## config.mk

```make
export PLATFORM = sky130hd
export DESIGN_NAME = vm_ctrl_param
export DESIGN_NICKNAME = d
export VERILOG_FILES = /design/src/rtl/vm2002_pkg.sv /design/src/rtl/vm_item_store.sv /design/src/rtl/vm_ctrl_param.sv
export SDC_FILE = /design/constraint.sdc
export NUM_CORES = 1
export LEC_CHECK = 0
export BUFFER_PORTS_ARGS = -buffer_cell sky130_fd_sc_hd__buf_2
export CORE_ASPECT_RATIO = 0.75
export CORE_UTILIZATION = 45
export DETAILED_ROUTE_END_ITERATION = 7
export PLACE_DENSITY_LB_ADDON = 0.08
export SYNTH_ARGS = -nofsm -noshare
export SYNTH_HDL_FRONTEND = slang
export SYNTH_SLANG_ARGS = --single-unit
```

## constraint.sdc

```tcl
create_clock -name clk -period 7 [get_ports clk]
set_input_delay 0 -clock clk [delete_from_list [all_inputs] [get_ports clk]]
set_output_delay 0 -clock clk [all_outputs]
set_load 0.005 [all_outputs]
```

## src/rtl/vm2002_pkg.sv

```systemverilog
// vm2002_pkg
// Shared types for the parametrised vending-machine controller.
//   coins_t      : front-end coin code (NO_COINS/NICKEL/DIME/QUARTER)
//   status_t     : selection/restock status reported to the panel
//   state_idx_t  : bit position of each FSM state in the one-hot vector
//   state_t      : one-hot FSM state encoding
//   coin_value() : coin code -> credit in nickel units
package vm2002_pkg;

    typedef enum logic [1:0] {
        NO_COINS = 2'd0,
        NICKEL   = 2'd1,
        DIME     = 2'd2,
        QUARTER  = 2'd3
    } coins_t;

    typedef enum logic [1:0] {
        NO_STATUS    = 2'd0,
        AVAILABLE    = 2'd1,
        OUT_OF_STOCK = 2'd2,
        ERROR        = 2'd3
    } status_t;

    localparam int NUM_STATES = 6;

    typedef enum int unsigned {
        IDLE_IDX          = 0,
        RESTOCK_IDX       = 1,
        CHECK_ITEM_IDX    = 2,
        INSERT_COINS_IDX  = 3,
        DISPENSE_IDX      = 4,
        RETURN_CHANGE_IDX = 5
    } state_idx_t;

    typedef enum logic [NUM_STATES-1:0] {
        IDLE          = 6'b1 << IDLE_IDX,
        RESTOCK       = 6'b1 << RESTOCK_IDX,
        CHECK_ITEM    = 6'b1 << CHECK_ITEM_IDX,
        INSERT_COINS  = 6'b1 << INSERT_COINS_IDX,
        DISPENSE      = 6'b1 << DISPENSE_IDX,
        RETURN_CHANGE = 6'b1 << RETURN_CHANGE_IDX
    } state_t;

    // Credit value of a coin in nickel units; NO_COINS is worth nothing.
    function automatic logic [2:0] coin_value(input coins_t c);
        case (c)
            NICKEL:  return 3'd1;
            DIME:    return 3'd2;
            QUARTER: return 3'd5;
            default: return 3'd0;
        endcase
    endfunction

endpackage

```

## src/rtl/vm_item_store.sv

```systemverilog
// vm_item_store
// Per-slot stock counters and price table.
// Ports:
//   clk, rst              : clock, synchronous active-high reset
//   rd_idx                : slot to read; rd_count/rd_price return 0 when out of range
//   dec_en, dec_idx       : decrement stock of one slot (never below 0)
//   add_en, add_idx,
//   add_qty               : add stock to one slot, saturating at MAX_COUNT
//   price_wr, price_idx,
//   price_val             : overwrite the price of one slot
// Writes to indices >= NUM_ITEMS are dropped.
module vm_item_store
    import vm2002_pkg::*;
#(
    parameter int NUM_ITEMS     = 7,
    parameter int SEL_W         = 3,
    parameter int COUNT_W       = 4,
    parameter int MAX_COUNT     = 8,
    parameter int AMOUNT_W      = 8,
    parameter int DEFAULT_PRICE = 20
) (
    input  logic                clk,
    input  logic                rst,
    input  logic [SEL_W-1:0]    rd_idx,
    output logic [COUNT_W-1:0]  rd_count,
    output logic [AMOUNT_W-1:0] rd_price,
    input  logic                dec_en,
    input  logic [SEL_W-1:0]    dec_idx,
    input  logic                add_en,
    input  logic [SEL_W-1:0]    add_idx,
    input  logic [COUNT_W-1:0]  add_qty,
    input  logic                price_wr,
    input  logic [SEL_W-1:0]    price_idx,
    input  logic [AMOUNT_W-1:0] price_val
);

    localparam logic [SEL_W:0]      NUM_L = (SEL_W+1)'(NUM_ITEMS);
    localparam logic [COUNT_W-1:0]  MAX_L = COUNT_W'(MAX_COUNT);
    localparam logic [AMOUNT_W-1:0] DEF_L = AMOUNT_W'(DEFAULT_PRICE);

    logic [COUNT_W-1:0]  count_q [NUM_ITEMS];
    logic [AMOUNT_W-1:0] price_q [NUM_ITEMS];
    logic                rd_ok;

    // Widened sum so a large quantity cannot wrap past MAX_COUNT.
    function automatic logic [COUNT_W-1:0] sat_add(input logic [COUNT_W-1:0] a,
                                                   input logic [COUNT_W-1:0] b);
        logic [COUNT_W:0] s;
        s = {1'b0, a} + {1'b0, b};
        return (s > {1'b0, MAX_L}) ? MAX_L : s[COUNT_W-1:0];
    endfunction

    always_comb begin
        rd_ok    = ({1'b0, rd_idx} < NUM_L);
        rd_count = '0;
        rd_price = '0;
        if (rd_ok) begin
            rd_count = count_q[rd_idx];
            rd_price = price_q[rd_idx];
        end
    end

    // The loop only visits real slots, so out-of-range writes never match.
    always_ff @(posedge clk) begin
        if (rst) begin
            for (int i = 0; i < NUM_ITEMS; i++) begin
                count_q[i] <= MAX_L;
                price_q[i] <= DEF_L;
            end
        end else begin
            for (int i = 0; i < NUM_ITEMS; i++) begin
                if (add_en && add_idx == SEL_W'(i)) begin
                    count_q[i] <= sat_add(count_q[i], add_qty);
                end else if (dec_en && dec_idx == SEL_W'(i) && count_q[i] != '0) begin
                    count_q[i] <= count_q[i] - COUNT_W'(1);
                end
                if (price_wr && price_idx == SEL_W'(i)) begin
                    price_q[i] <= price_val;
                end
            end
        end
    end

endmodule

```

## src/rtl/vm_ctrl_param.sv

```systemverilog
// vm_ctrl_param
// Vending-machine transaction controller with NUM_ITEMS slots, a writable
// price table, per-slot stock, change return, cancel/refund and a service
// (restock/reprice) mode.
// Optional build macro: VM_TIMEOUT_EN -- refunds idle credit after
// TIMEOUT_CYCLES cycles in INSERT_COINS without an accepted coin.
// Ports:
//   clk, rst                    : clock, synchronous active-high reset
//   coin_valid, coin            : coin strobe and coin code
//   sel_valid, sel              : selection strobe and slot index
//   cancel                      : user cancel (refund credit)
//   restock_mode                : service key
//   restock_valid, restock_item,
//   restock_qty                 : add stock to a slot while in service mode
//   price_wr, price_val         : reprice restock_item while in service mode
//   dispense_valid, dispense_item : one-cycle dispense pulse and slot
//   change_valid, change_amount : one-cycle change/refund pulse and value
//   coin_reject                 : one-cycle pulse, coin returned
//   status                      : last selection/restock status
//   amount                      : current credit in nickels
//   busy                        : FSM not in IDLE
// Strobe semantics: every *_valid / strobe input is a single-cycle request
// sampled on the rising clock edge; there is no ready/backpressure, so a
// strobe arriving in a state that does not consume it is dropped (coins are
// the exception: an unconsumed coin is answered with coin_reject). Every
// output pulse is registered and lasts exactly one cycle.
module vm_ctrl_param
    import vm2002_pkg::*;
#(
    parameter int NUM_ITEMS      = 7,
    parameter int SEL_W          = 3,
    parameter int COUNT_W        = 4,
    parameter int MAX_COUNT      = 8,
    parameter int AMOUNT_W       = 8,
    parameter int DEFAULT_PRICE  = 20,
    parameter int TIMEOUT_CYCLES = 1000
) (
    input  logic                clk,
    input  logic                rst,
    input  logic                coin_valid,
    input  coins_t              coin,
    input  logic                sel_valid,
    input  logic [SEL_W-1:0]    sel,
    input  logic                cancel,
    input  logic                restock_mode,
    input  logic                restock_valid,
    input  logic [SEL_W-1:0]    restock_item,
    input  logic [COUNT_W-1:0]  restock_qty,
    input  logic                price_wr,
    input  logic [AMOUNT_W-1:0] price_val,
    output logic                dispense_valid,
    output logic [SEL_W-1:0]    dispense_item,
    output logic                change_valid,
    output logic [AMOUNT_W-1:0] change_amount,
    output logic                coin_reject,
    output status_t             status,
    output logic [AMOUNT_W-1:0] amount,
    output logic                busy
);

    localparam logic [SEL_W:0] NUM_ITEMS_L = (SEL_W+1)'(NUM_ITEMS);

    state_t              state;
    logic [SEL_W-1:0]    sel_q;
    logic [AMOUNT_W-1:0] amount_q;
    logic [AMOUNT_W-1:0] refund_q;

    logic [AMOUNT_W-1:0] coin_units;
    logic [AMOUNT_W:0]   coin_sum;
    logic                coin_seen;
    logic                coin_overflow;
    logic                coin_accept;
    logic [AMOUNT_W-1:0] next_amount;
    logic                sel_ok;
    logic                restock_ok;
    logic                store_dec;
    logic                store_add;
    logic                store_price_wr;
    logic [COUNT_W-1:0]  item_count;
    logic [AMOUNT_W-1:0] item_price;
    logic                timed_out;

    // Coin accumulation is done one bit wider so a coin that would wrap the
    // credit register is detected and bounced instead of silently wrapping.
    always_comb begin
        coin_seen      = coin_valid && (coin != NO_COINS);
        coin_units     = AMOUNT_W'(coin_value(coin));
        coin_sum       = {1'b0, amount_q} + {1'b0, coin_units};
        coin_overflow  = coin_sum[AMOUNT_W];
        coin_accept    = (state == INSERT_COINS) && coin_seen && !coin_overflow;
        next_amount    = coin_accept ? coin_sum[AMOUNT_W-1:0] : amount_q;
        sel_ok         = ({1'b0, sel_q} < NUM_ITEMS_L);
        restock_ok     = ({1'b0, restock_item} < NUM_ITEMS_L);
        store_dec      = (state == DISPENSE);
        store_add      = (state == RESTOCK) && restock_valid && restock_ok;
        store_price_wr = (state == RESTOCK) && price_wr && restock_ok;
    end

    vm_item_store #(
        .NUM_ITEMS    (NUM_ITEMS),
        .SEL_W        (SEL_W),
        .COUNT_W      (COUNT_W),
        .MAX_COUNT    (MAX_COUNT),
        .AMOUNT_W     (AMOUNT_W),
        .DEFAULT_PRICE(DEFAULT_PRICE)
    ) u_store (
        .clk      (clk),
        .rst      (rst),
        .rd_idx   (sel_q),
        .rd_count (item_count),
        .rd_price (item_price),
        .dec_en   (store_dec),
        .dec_idx  (sel_q),
        .add_en   (store_add),
        .add_idx  (restock_item),
        .add_qty  (restock_qty),
        .price_wr (store_price_wr),
        .price_idx(restock_item),
        .price_val(price_val)
    );

`ifdef VM_TIMEOUT_EN
    localparam int               TMR_W     = $clog2(TIMEOUT_CYCLES + 1);
    localparam logic [TMR_W-1:0] TMR_LIMIT = TMR_W'(TIMEOUT_CYCLES);

    logic [TMR_W-1:0] idle_tmr_q;

    // Held at zero outside INSERT_COINS, which also makes it start from zero
    // on every entry; an accepted coin restarts the wait.
    always_ff @(posedge clk) begin
        if (rst) begin
            idle_tmr_q <= '0;
        end else if (state != INSERT_COINS || coin_accept) begin
            idle_tmr_q <= '0;
        end else if (idle_tmr_q != TMR_LIMIT) begin
            idle_tmr_q <= idle_tmr_q + TMR_W'(1);
        end
    end

    assign timed_out = (state == INSERT_COINS) && (idle_tmr_q == TMR_LIMIT);
`else
    assign timed_out = 1'b0;
`endif

    assign amount = amount_q;
    assign busy   = (state != IDLE);

    always_ff @(posedge clk) begin
        if (rst) begin
            state          <= IDLE;
            sel_q          <= '0;
            amount_q       <= '0;
            refund_q       <= '0;
            status         <= NO_STATUS;
            dispense_valid <= 1'b0;
            dispense_item  <= '0;
            change_valid   <= 1'b0;
            change_amount  <= '0;
            coin_reject    <= 1'b0;
        end else begin
            dispense_valid <= 1'b0;
            dispense_item  <= '0;
            change_valid   <= 1'b0;
            change_amount  <= '0;
            // Any real coin not taken into credit is handed back.
            coin_reject    <= coin_seen && !coin_accept;

            case (state)
                IDLE: begin
                    if (restock_mode) begin
                        state <= RESTOCK;
                    end else if (sel_valid) begin
                        sel_q <= sel;
                        state <= CHECK_ITEM;
                    end
                end

                RESTOCK: begin
                    if ((restock_valid || price_wr) && !restock_ok) begin
                        status <= ERROR;
                    end
                    if (!restock_mode) begin
                        state <= IDLE;
                    end
                end

                CHECK_ITEM: begin
                    if (!sel_ok) begin
                        status <= ERROR;
                        state  <= IDLE;
                    end else if (item_count == '0) begin
                        status <= OUT_OF_STOCK;
                        state  <= IDLE;
                    end else begin
                        status <= AVAILABLE;
                        state  <= INSERT_COINS;
                    end
                end

                INSERT_COINS: begin
                    // A coin landing in the same cycle as a decision is still
                    // credited, so it shows up in the change or refund.
                    if (amount_q >= item_price) begin
                        amount_q <= next_amount;
                        state    <= DISPENSE;
                    end else if (cancel) begin
                        refund_q <= next_amount;
                        amount_q <= '0;
                        state    <= RETURN_CHANGE;
                    end else if (timed_out) begin
                        refund_q <= next_amount;
                        amount_q <= '0;
                        state    <= (next_amount != '0) ? RETURN_CHANGE : IDLE;
                    end else begin
                        amount_q <= next_amount;
                    end
                end

                DISPENSE: begin
                    dispense_valid <= 1'b1;
                    dispense_item  <= sel_q;
                    refund_q       <= amount_q - item_price;
                    amount_q       <= '0;
                    state          <= (amount_q != item_price) ? RETURN_CHANGE : IDLE;
                end

                RETURN_CHANGE: begin
                    change_valid  <= 1'b1;
                    change_amount <= refund_q;
                    state         <= IDLE;
                end

                default: begin
                    state <= IDLE;
                end
            endcase
        end
    end

endmodule
```

==> results of run 1 <==
## per-layer routing
layer,wire length (microns),share of wire [%]
met4,261,1.4
met1,9220,50
met3,1030,5.6
met2,7890,43
met5,0,0
## critical path, stage by stage (launching register included)
cell and delay (ps):
dfxtp_1 1070, mux4_2 610, mux2_2 280, nand2_1 70
ha_1 300, nand2_1 120, nor3_1 70, a211oi_1 660
a41oi_2 430, a211oi_1 380, nor3_1 90
## sequential cells by signal, indices dropped and copies added, names as in the netlist, named ones only
name / flops
refund_q: 8
dispense_item: 3
state: 6
u_store.count_q: 28
u_store.price_q: 56
change_valid: 1
amount: 8
sel_q: 3
dispense_valid: 1
status: 2
coin_reject: 1
change_amount: 8
## area by class of cell
type | instances | area, sq um | share of cell area, %
repair buffers | 60 | 338 | 3.99
clock inverters | 13 | 75.1 | 0.887
multi-input cells | 531 | 3790 | 44.8
flip-flops and latches | 128 | 3400 | 40.2
diodes | 1 | 2.50 | 0.0296
inverters | 44 | 165 | 1.95
well taps | 210 | 263 | 3.10
clock buffers | 18 | 429 | 5.07
## report_power, final
group	internal, mW	switching (mW)
logic	0.0809	0.110
clock network	0.441	0.317
registers	0.825	0.0242
## logic make-up (layout without fill, tap and decap cells)
family	after synthesis	in the layout	synth area share [%]
AO/OA/AOI/OAI	136	136	12.5
XOR/XNOR	28	28	3.29
adder cells (fa/ha/maj)	55	55	10.1
buffers and inverters	65	135	3.43
flip-flops	128	128	45.7
multiplexers	33	33	6.12
other	0	1	0
AND/OR/NAND/NOR	279	279	18.8
## metrics by stage
stage               hold WS [ps]  cell area, sq um  utilization [%]
detailed placement           293              7890             48.9
finish                      20.2              8460             52.5
floorplan                    148              7450                -
global placement             295              7890             48.9
CTS                         13.7              8460             52.5
global route                35.9              8460             52.5
## cells in the mapped netlist (9+ instances only)
cell       n
edfxtp_1  84
mux2i_1   17
xnor2_1   20
fa_1       9
nor2_1    80
inv_1     44
and2_1    12
nor4_1     9
nand2_1   75
mux4_2     9
a21o_1    12
o21ai_0   19
a211oi_1  10
nand3_1   32
ha_1      46
dfxtp_1   44
o22ai_1   17
clkbuf_1  13
nand2b_1  11
nor3_1     9
a21oi_1   33
## worst max path at each step
| stage | from | end | depth (start not counted) |
|---|---|---|---|
| after floorplan | flip-flop | refund_q[0] | 13 |
| after global placement | flip-flop | refund_q[0] | 11 |
| after detailed placement | flip-flop | refund_q[5] | 10 |
| after CTS | flip-flop | refund_q[5] | 10 |
| after global routing | flip-flop | refund_q[5] | 10 |
| final | flip-flop | refund_q[5] | 10 |
==> results.md, run 1 <==
* Worst-path maximum fanout at 18
* CTS tree: done
* Worst-skew pair later-pin latency at 420 ps
* Maximum clock path buffer count at 2
* Largest net degree at the start of global routing at 37
* Met3 GRT Util at 5.52%
* Power Total at 1.80 mW
* Fin worst setup slack at 2750 ps
* Fill cells at 1492
* Layout Nets at 865
* Setup crit start kind: flip-flop
* Worst min-delay path class: in -> reg
* Setup WS pre-CTS at 2710 ps
* Mapped Area at 7450 sq um
* Total GRT Usage at 23.2%
* DRC viols at 0
* Reg-to-Reg End: refund_q[5]
* Hpwl dp at 14.0 mm
* Cell taking the most area after synthesis: edfxtp_1
* Synth top area share at 33.9%
* Port bufs at 52
* Worst Skew at 8.51 ps
* Post-cts hold buffer count at 7
* PostCTS Resize Cnt at 0
* Seq cells post-synth at 128
* Placed Cells at 966
* # IOs at 53
* Pre-antenna DRT Iters at 5
* Die Ht at 113 microns
* Mean post-synth cell area at 10.3 sq um
* Setup Viol. Count Final at 0
* RSZ-0062 raised after global routing: false
* CTS root buf: clkbuf_16
* DIE AREA at 17100 sq um
* CTS Sinks at 128
* Synth cell types at 69
* CP required at 7260 ps
* Hold EP: u_store.price_q[6][6]
* Final Instance Count excl. Fillers at 1005
* Critical Path AT at 4510 ps
* Rel. slew slack at 24.3%
* WHS Path Cells at 3
* Number of global-route vias before repair at 5434
* Most common cell after layout, fill and taps aside: edfxtp_1
* Core Area at 16100 sq um
* Via count at 5670
* WL final at 18.4 mm
* Post-CTS setup buffer count at 0
* TritonCTS Buffers at 17
* Net Count, Synth at 807
* Setup Crit Path Kind: reg -> reg
* CTS HTree Levels at 4
* Initial Util at 46.2%
* Grt total ovfl at 0
* Max-Cap Viols at 0
* R2r setup slk at 2750 ps
* FMAX at 235 MHz
* Post-DR wirelength/cell at 18.3 microns
* Syn Inst Count at 724
* Crit share post-route at 60.7%
* Worst-path clk slew at 60 ps
* Async set-reset flop share out of synthesis at 0%
* Antenna Nets Post-Route at 0
* Layout cell share with drive strength beyond 1 at 13.6%
* Sum of negative setup slack at 0 ps
* Final-report max-slew violation count at 0
* GRT met2 Usage at 33.1%
* Post-synthesis to final-layout area growth at 13.7%
* Chip width at 151 microns
* M1 GR Usage at 34.1%
* Post-layout min period at 4250 ps
* Worst setup EP type: flip-flop
* Top post-synthesis cells by area: edfxtp_1 (34%), dfxtp_1 (12%), ha_1 (7.7%)
* Prevailing post-synth register cell: edfxtp_1
* Lkg Pwr at 3.30 nW
* Initial antenna violation count at 1
* Slew @ Worst Pin at 1130 ps
* Seq/Total Area, Yosys at 45.7%
* Initial drt markers at 392
* Status: completed
* Yosys warns at 0
* Vias/cell at 5.64
* GR peak layer: met1
* Row count at 40
* Min-delay src: price_val[6]
* Max VDD drop at 156 uV
* RePlAce Congestion at 0.906
* Commonest cells after routing, fill and taps aside: edfxtp_1 (84), nor2_1 (80), nand2_1 (75)
* Final hold vios at 0
* R2R depth at 10
* Number of synthesized flops with an enable pin at 84
* Power per cell area at 212 nW/um^2
* First-pass GRT wire length at 29.5 mm
Note: power is estimated with default switching activity, not from simulation.
==> run 2, diff against run 1 <==
Clock period 7 ns to 4.1 ns, I/O delays scaled along.
==> run 2 against run 1 <==
Net effect: sequential share of layout area down 0.64 points; worst setup slack worse by 2400 ps; wire length up 4.1%; critical path depth up 2; design area up 1.6%; flip-flop and latch count unchanged; largest cell class unchanged; combinational power up 75%; cell count up 0.50%.
==> results.md, run 2 (synthesis results as in run 1) <==
* Fin worst setup slack at 349 ps
* RePlAce Congestion at 0.922
* Largest regs: u_store.price_q (56), u_store.count_q (28)
* CP required at 4420 ps
* FMAX at 267 MHz
* Post-DR wirelength/cell at 19.0 microns
* Core Area at 16100 sq um
* Slew @ Worst Pin at 1220 ps
* Sum of negative setup slack at 0 ps
* Commonest cells after routing, fill and taps aside: edfxtp_1 (84), nor2_1 (80), nand2_1 (75)
* Post-CTS setup buffer count at 0
* Layout cell share with drive strength beyond 1 at 14.9%
* Maximum clock path buffer count at 2
* Worst setup EP type: flip-flop
* Grt total ovfl at 0
* Largest register by flop count: u_store.price_q
* CTS tree: done
* Max-Cap Viols at 0
* Post-synthesis to final-layout area growth at 15.5%
* Status: completed
* Number of global-route vias before repair at 5540
* DIE AREA at 17100 sq um
* WL final at 19.2 mm
* Lkg Pwr at 3.39 nW
* Chip width at 151 microns
* Port bufs at 52
* Crit path max-delay family: compound AO/OA/AOI/OAI gates
* CP bufs+invs at 1
* Setup crit start kind: flip-flop
* CTS root buf: clkbuf_16
* Final hold vios at 0
* Rel. slew slack at 18.6%
* Setup Crit Path Kind: reg -> reg
* TritonCTS Buffers at 17
* Worst-skew pair later-pin latency at 430 ps
* Critical Path AT at 4080 ps
* Top cell by count, worst path: a21oi_1
* Antenna fix cells at 0
* Layout Nets at 871
* First-pass GRT wire length at 30.5 mm
* Total GRT Usage at 23.9%
* Vias/cell at 5.79
* Cell chain of the critical path: buf_4, mux4_2, mux2i_1, nor2_1, ha_1, fa_1, nand2b_1, a21oi_1, o21ai_1, a41oi_2, a21oi_1, a211oi_1
* Worst Skew at 10.8 ps
* Worst-path maximum fanout at 8
* Crit share post-route at 91.5%
* # IOs at 53
* Final-report max-slew violation count at 0
* Via count at 5851
* Die Ht at 113 microns
* Initial Util at 46.2%
* Row count at 40
* Initial drt markers at 561
* DRC viols at 0
* Hpwl dp at 14.3 mm
* Worst-path clk slew at 60 ps
* CTS HTree Levels at 4
* Setup WS pre-CTS at 261 ps
* Pre-antenna DRT Iters at 6
* Max reg flops at 56
* Max VDD drop at 263 uV
* Power per cell area at 385 nW/um^2
* Fill cells at 1429
* CTS Sinks at 128
* Worst min-delay path class: in -> reg
* Setup Viol. Count Final at 0
* RSZ-0062 raised after global routing: false
* Post-layout min period at 3750 ps
* Initial antenna violation count at 0
* Largest stage delay, worst path at 560 ps
* Largest net degree at the start of global routing at 37
* Crit-path slowest cell: dfxtp_1
* Antenna Nets Post-Route at 0
* Most common cell after layout, fill and taps aside: edfxtp_1
[run 2: cell types whose count changed in the layout (fill, tap and decap cells not counted), moves of 2 or more]
cell,before,now
buf_4,1,6
bufinv_16,0,3
clkinv_1,6,2
clkinvlp_4,4,2
inv_6,0,2
[run 2: what timing repair did]
item,4_1_cts,5_1_grt
hold buffers,8,0
endpoints found under the setup margin,0,5
gates resized for setup,0,1
endpoints found under the hold margin,24,0
[run 2: worst paths after layout]
check | cells after the start | slack, ps | to | from
max reg2reg | 12 | 350 | refund_q[4] | flip-flop
min reg2reg | 1 | 460 | change_amount[1] | refund_q[1]
min | 3 | 20 | u_store.price_q[6][0] | price_val[0]
max | 12 | 350 | refund_q[4] | flip-flop
[run 2: layer usage]
metal | vias up | wire length, microns | GRT usage [%]
li1 | 2790 | - | -
met1 | 2806 | 9210 | 35.1
met2 | 224 | 8090 | 34.8
met3 | 31 | 1530 | 5.12
met4 | 0 | 335 | 8.28
met5 | - | 0 | 0
[run 2: tightest hold or removal path: cells and delay by family]
kind | cells | cell delay (ps)
AND/OR/NAND/NOR | 1 | 170
buffers and inverters | 2 | 160
[run 2: layout make-up]
type | instances | area [sq um] | share of cell area, %
multi-input cells | 531 | 3790 | 44.1
flip-flops and latches | 128 | 3400 | 39.6
clock buffers | 17 | 425 | 4.95
repair buffers | 66 | 385 | 4.48
well taps | 210 | 263 | 3.05
clock inverters | 14 | 166 | 1.93
inverters | 44 | 165 | 1.92
[run 2: power by group]
part	switching, mW	internal [mW]
sequential	0.0368	1.41
clock	0.580	0.950
combinational	0.193	0.142
total	0.810	2.50
[run 2: per-stage QoR]
step	util, %	power [mW]	std cells	hold slack, ps	instance area [sq um]
global placement	49.2	1.79	971	289	7920
CTS	53.3	3.32	1010	16.9	8600
finish	53.4	3.31	1010	18.4	8600
global route	53.4	3.42	1010	33.5	8600
detailed placement	49.2	1.80	971	295	7920
floorplan	-	1.69	724	148	7450
==> run 3, diff against run 2 <==
Settings changed: CORE_ASPECT_RATIO 0.75 to default.
==> run 3 against run 2 <==
Net effect: critical path type unchanged; sequential share of layout area shrank 0.46 points; via count decreased by 0.14%; register-to-register slack improved by 300 ps; sequential power barely moved; first-iteration DRC count is 28% lower; flip-flop and latch count stayed put; worst hold slack better by 7.4 ps; die area barely moved; design area up 1.2%; combinational power about the same; clock skew shrank 4.2 ps; power rose by 7.4%.
==> results.md, run 3 (synthesis results as in run 1) <==
* Post-layout min period at 3450 ps
* Post-DR wirelength/cell at 18.6 microns
* Grt total ovfl at 0
* Chip width at 131 microns
* Worst setup EP type: flip-flop
* Hold EP: u_store.price_q[6][1]
* Multi-input gate area at 3790 sq um
* R2r setup slk at 650 ps
* Power per cell area at 409 nW/um^2
* Layout Nets at 871
* Post-synthesis to final-layout area growth at 16.9%
* Worst Skew at 6.61 ps
* Max VDD drop at 314 uV
* Reg-to-Reg End: refund_q[0]
* Setup Viol. Count Final at 0
* Setup crit start kind: flip-flop
* Lkg Pwr at 3.43 nW
* Seq pwr share at 40.6%
* PostCTS Resize Cnt at 0
* Most common cell after layout, fill and taps aside: edfxtp_1
* # IOs at 53
* Cell chain of the critical path: buf_4, mux4_2, mux2_2, nand2_1, ha_1, a211o_1, o21ai_1, a41oi_2, a211oi_1, a32o_1
* Worst-path clk slew at 60 ps
* TritonCTS Buffers at 17
* Core Area at 16000 sq um
* Max reg flops at 56
* DRC viols at 0
* Sw frac at 22.7%
* Die Ht at 131 microns
* Vias/cell at 5.75
* RePlAce Congestion at 0.888
* First-pass GRT wire length at 30.3 mm
* Rel. slew slack at 37.7%
* Maximum clock path buffer count at 2
* Clock Power Share at 50.0%
* CTS Sinks at 128
* Initial Util at 46.5%
* Crit share post-route at 84.2%
* Commonest cells after routing, fill and taps aside: edfxtp_1 (84), nor2_1 (80), nand2_1 (75)
* Crit path max-delay family: compound AO/OA/AOI/OAI gates
* Port bufs at 52
* Largest net degree at the start of global routing at 37
* Critical Path AT at 3820 ps
* FMAX at 290 MHz
* Number of global-route vias before repair at 5798
* Max-Cap Viols at 0
* Antenna fix cells at 0
* CTS HTree Levels at 4
* Final hold vios at 0
* Worst min-delay path class: in -> reg
* CP bufs+invs at 1
* RSZ-0062 raised after global routing: false
* CP required at 4470 ps
* Sum of negative setup slack at 0 ps
* Min-delay src: price_val[1]
* Crit-path slowest cell: mux4_2
* Hpwl dp at 14.0 mm
* Slew @ Worst Pin at 933 ps
* CTS root buf: clkbuf_16
* Combinational power share at 9.4%
* Worst-path maximum fanout at 8
* Status: completed
* Cell-internal power at 2.75 mW
* CTS tree: done
* Initial drt markers at 402
* Final hold slack at 25.7 ps
* R2R depth at 10
* Layout cell share with drive strength beyond 1 at 14.7%
* Largest stage delay, worst path at 500 ps
* DIE AREA at 17100 sq um
* FF/Latch Area at 3400 sq um
* Largest register by flop count: u_store.price_q
* WHS Path Cells at 3
* Via count at 5843
* Setup Crit Path Kind: reg -> reg
* Initial antenna violation count at 0
* Final-report max-slew violation count at 0
* Worst-skew pair later-pin latency at 430 ps
* Row count at 46
* WL final at 18.9 mm
* Pre-antenna DRT Iters at 5
* Power Total at 3.56 mW
* Largest regs: u_store.price_q (56), u_store.count_q (28)
* Total GRT Usage at 23.9%
* Antenna Nets Post-Route at 0
* Post-CTS setup buffer count at 0
* Fill cells at 1493
* Sw power at 809 uW
-- run 3: worst max path at each step --
stage,slack (ps),start,cells past startpoint,to
final,650,flip-flop,10,refund_q[0]
after global routing,330,flip-flop,12,refund_q[4]
after CTS,650,flip-flop,12,refund_q[0]
after detailed placement,670,flip-flop,12,refund_q[0]
after global placement,720,flip-flop,10,refund_q[1]
after floorplan,730,flip-flop,13,refund_q[0]
-- run 3: metrics by stage --
stage	utilization, %	area (sq um)	cells	setup slack, ps
6_report	54.4	8700	1017	648
5_1_grt	54.4	8700	1017	333
4_1_cts	54.4	8700	1017	653
3_5_place_dp	49.6	7930	977	670
3_3_place_gp	49.6	7930	977	720
2_1_floorplan	-	7450	724	734
-- run 3: layout make-up --
cell class              count  share of cell area, %
inverters                  44                   1.90
multi-input cells         531                   43.5
clock inverters            15                   3.03
repair buffers             66                   4.43
flip-flops and latches    128                   39.1
clock buffers              17                   4.89
well taps                 216                   3.11
-- run 3: per-layer routing --
layer  part of all wire, %  vias up  track usage, %
li1                      -     2799               -
met1                    43     2821            29.9
met2                    49      190            40.9
met3                   5.0       33            4.28
met4                   2.4        0            9.53
met5                     0        -               0
-- run 3: worst register-to-register path, stage by stage (launching register included) --
cell	delay, ps
dfxtp_1	460
buf_4	240
mux4_2	500
mux2_2	270
nand2_1	70
ha_1	290
a211o_1	330
o21ai_1	410
a41oi_2	330
a211oi_1	320
a32o_1	160
-- run 3: what timing repair did --
item	CTS	global route
hold buffers	8	0
hold endpoints to repair	25	0
endpoints found under the setup margin	0	0
-- run 3: power groups by stage --
stage                     clock network (mW)  logic, mW  registers [mW]
after global placement                     0      0.322            1.47
after floorplan                            0      0.240            1.45
after detailed placement                   0      0.330            1.47
after global routing                    1.84      0.375            1.45
final                                   1.78      0.336            1.44
after CTS                               1.79      0.338            1.44
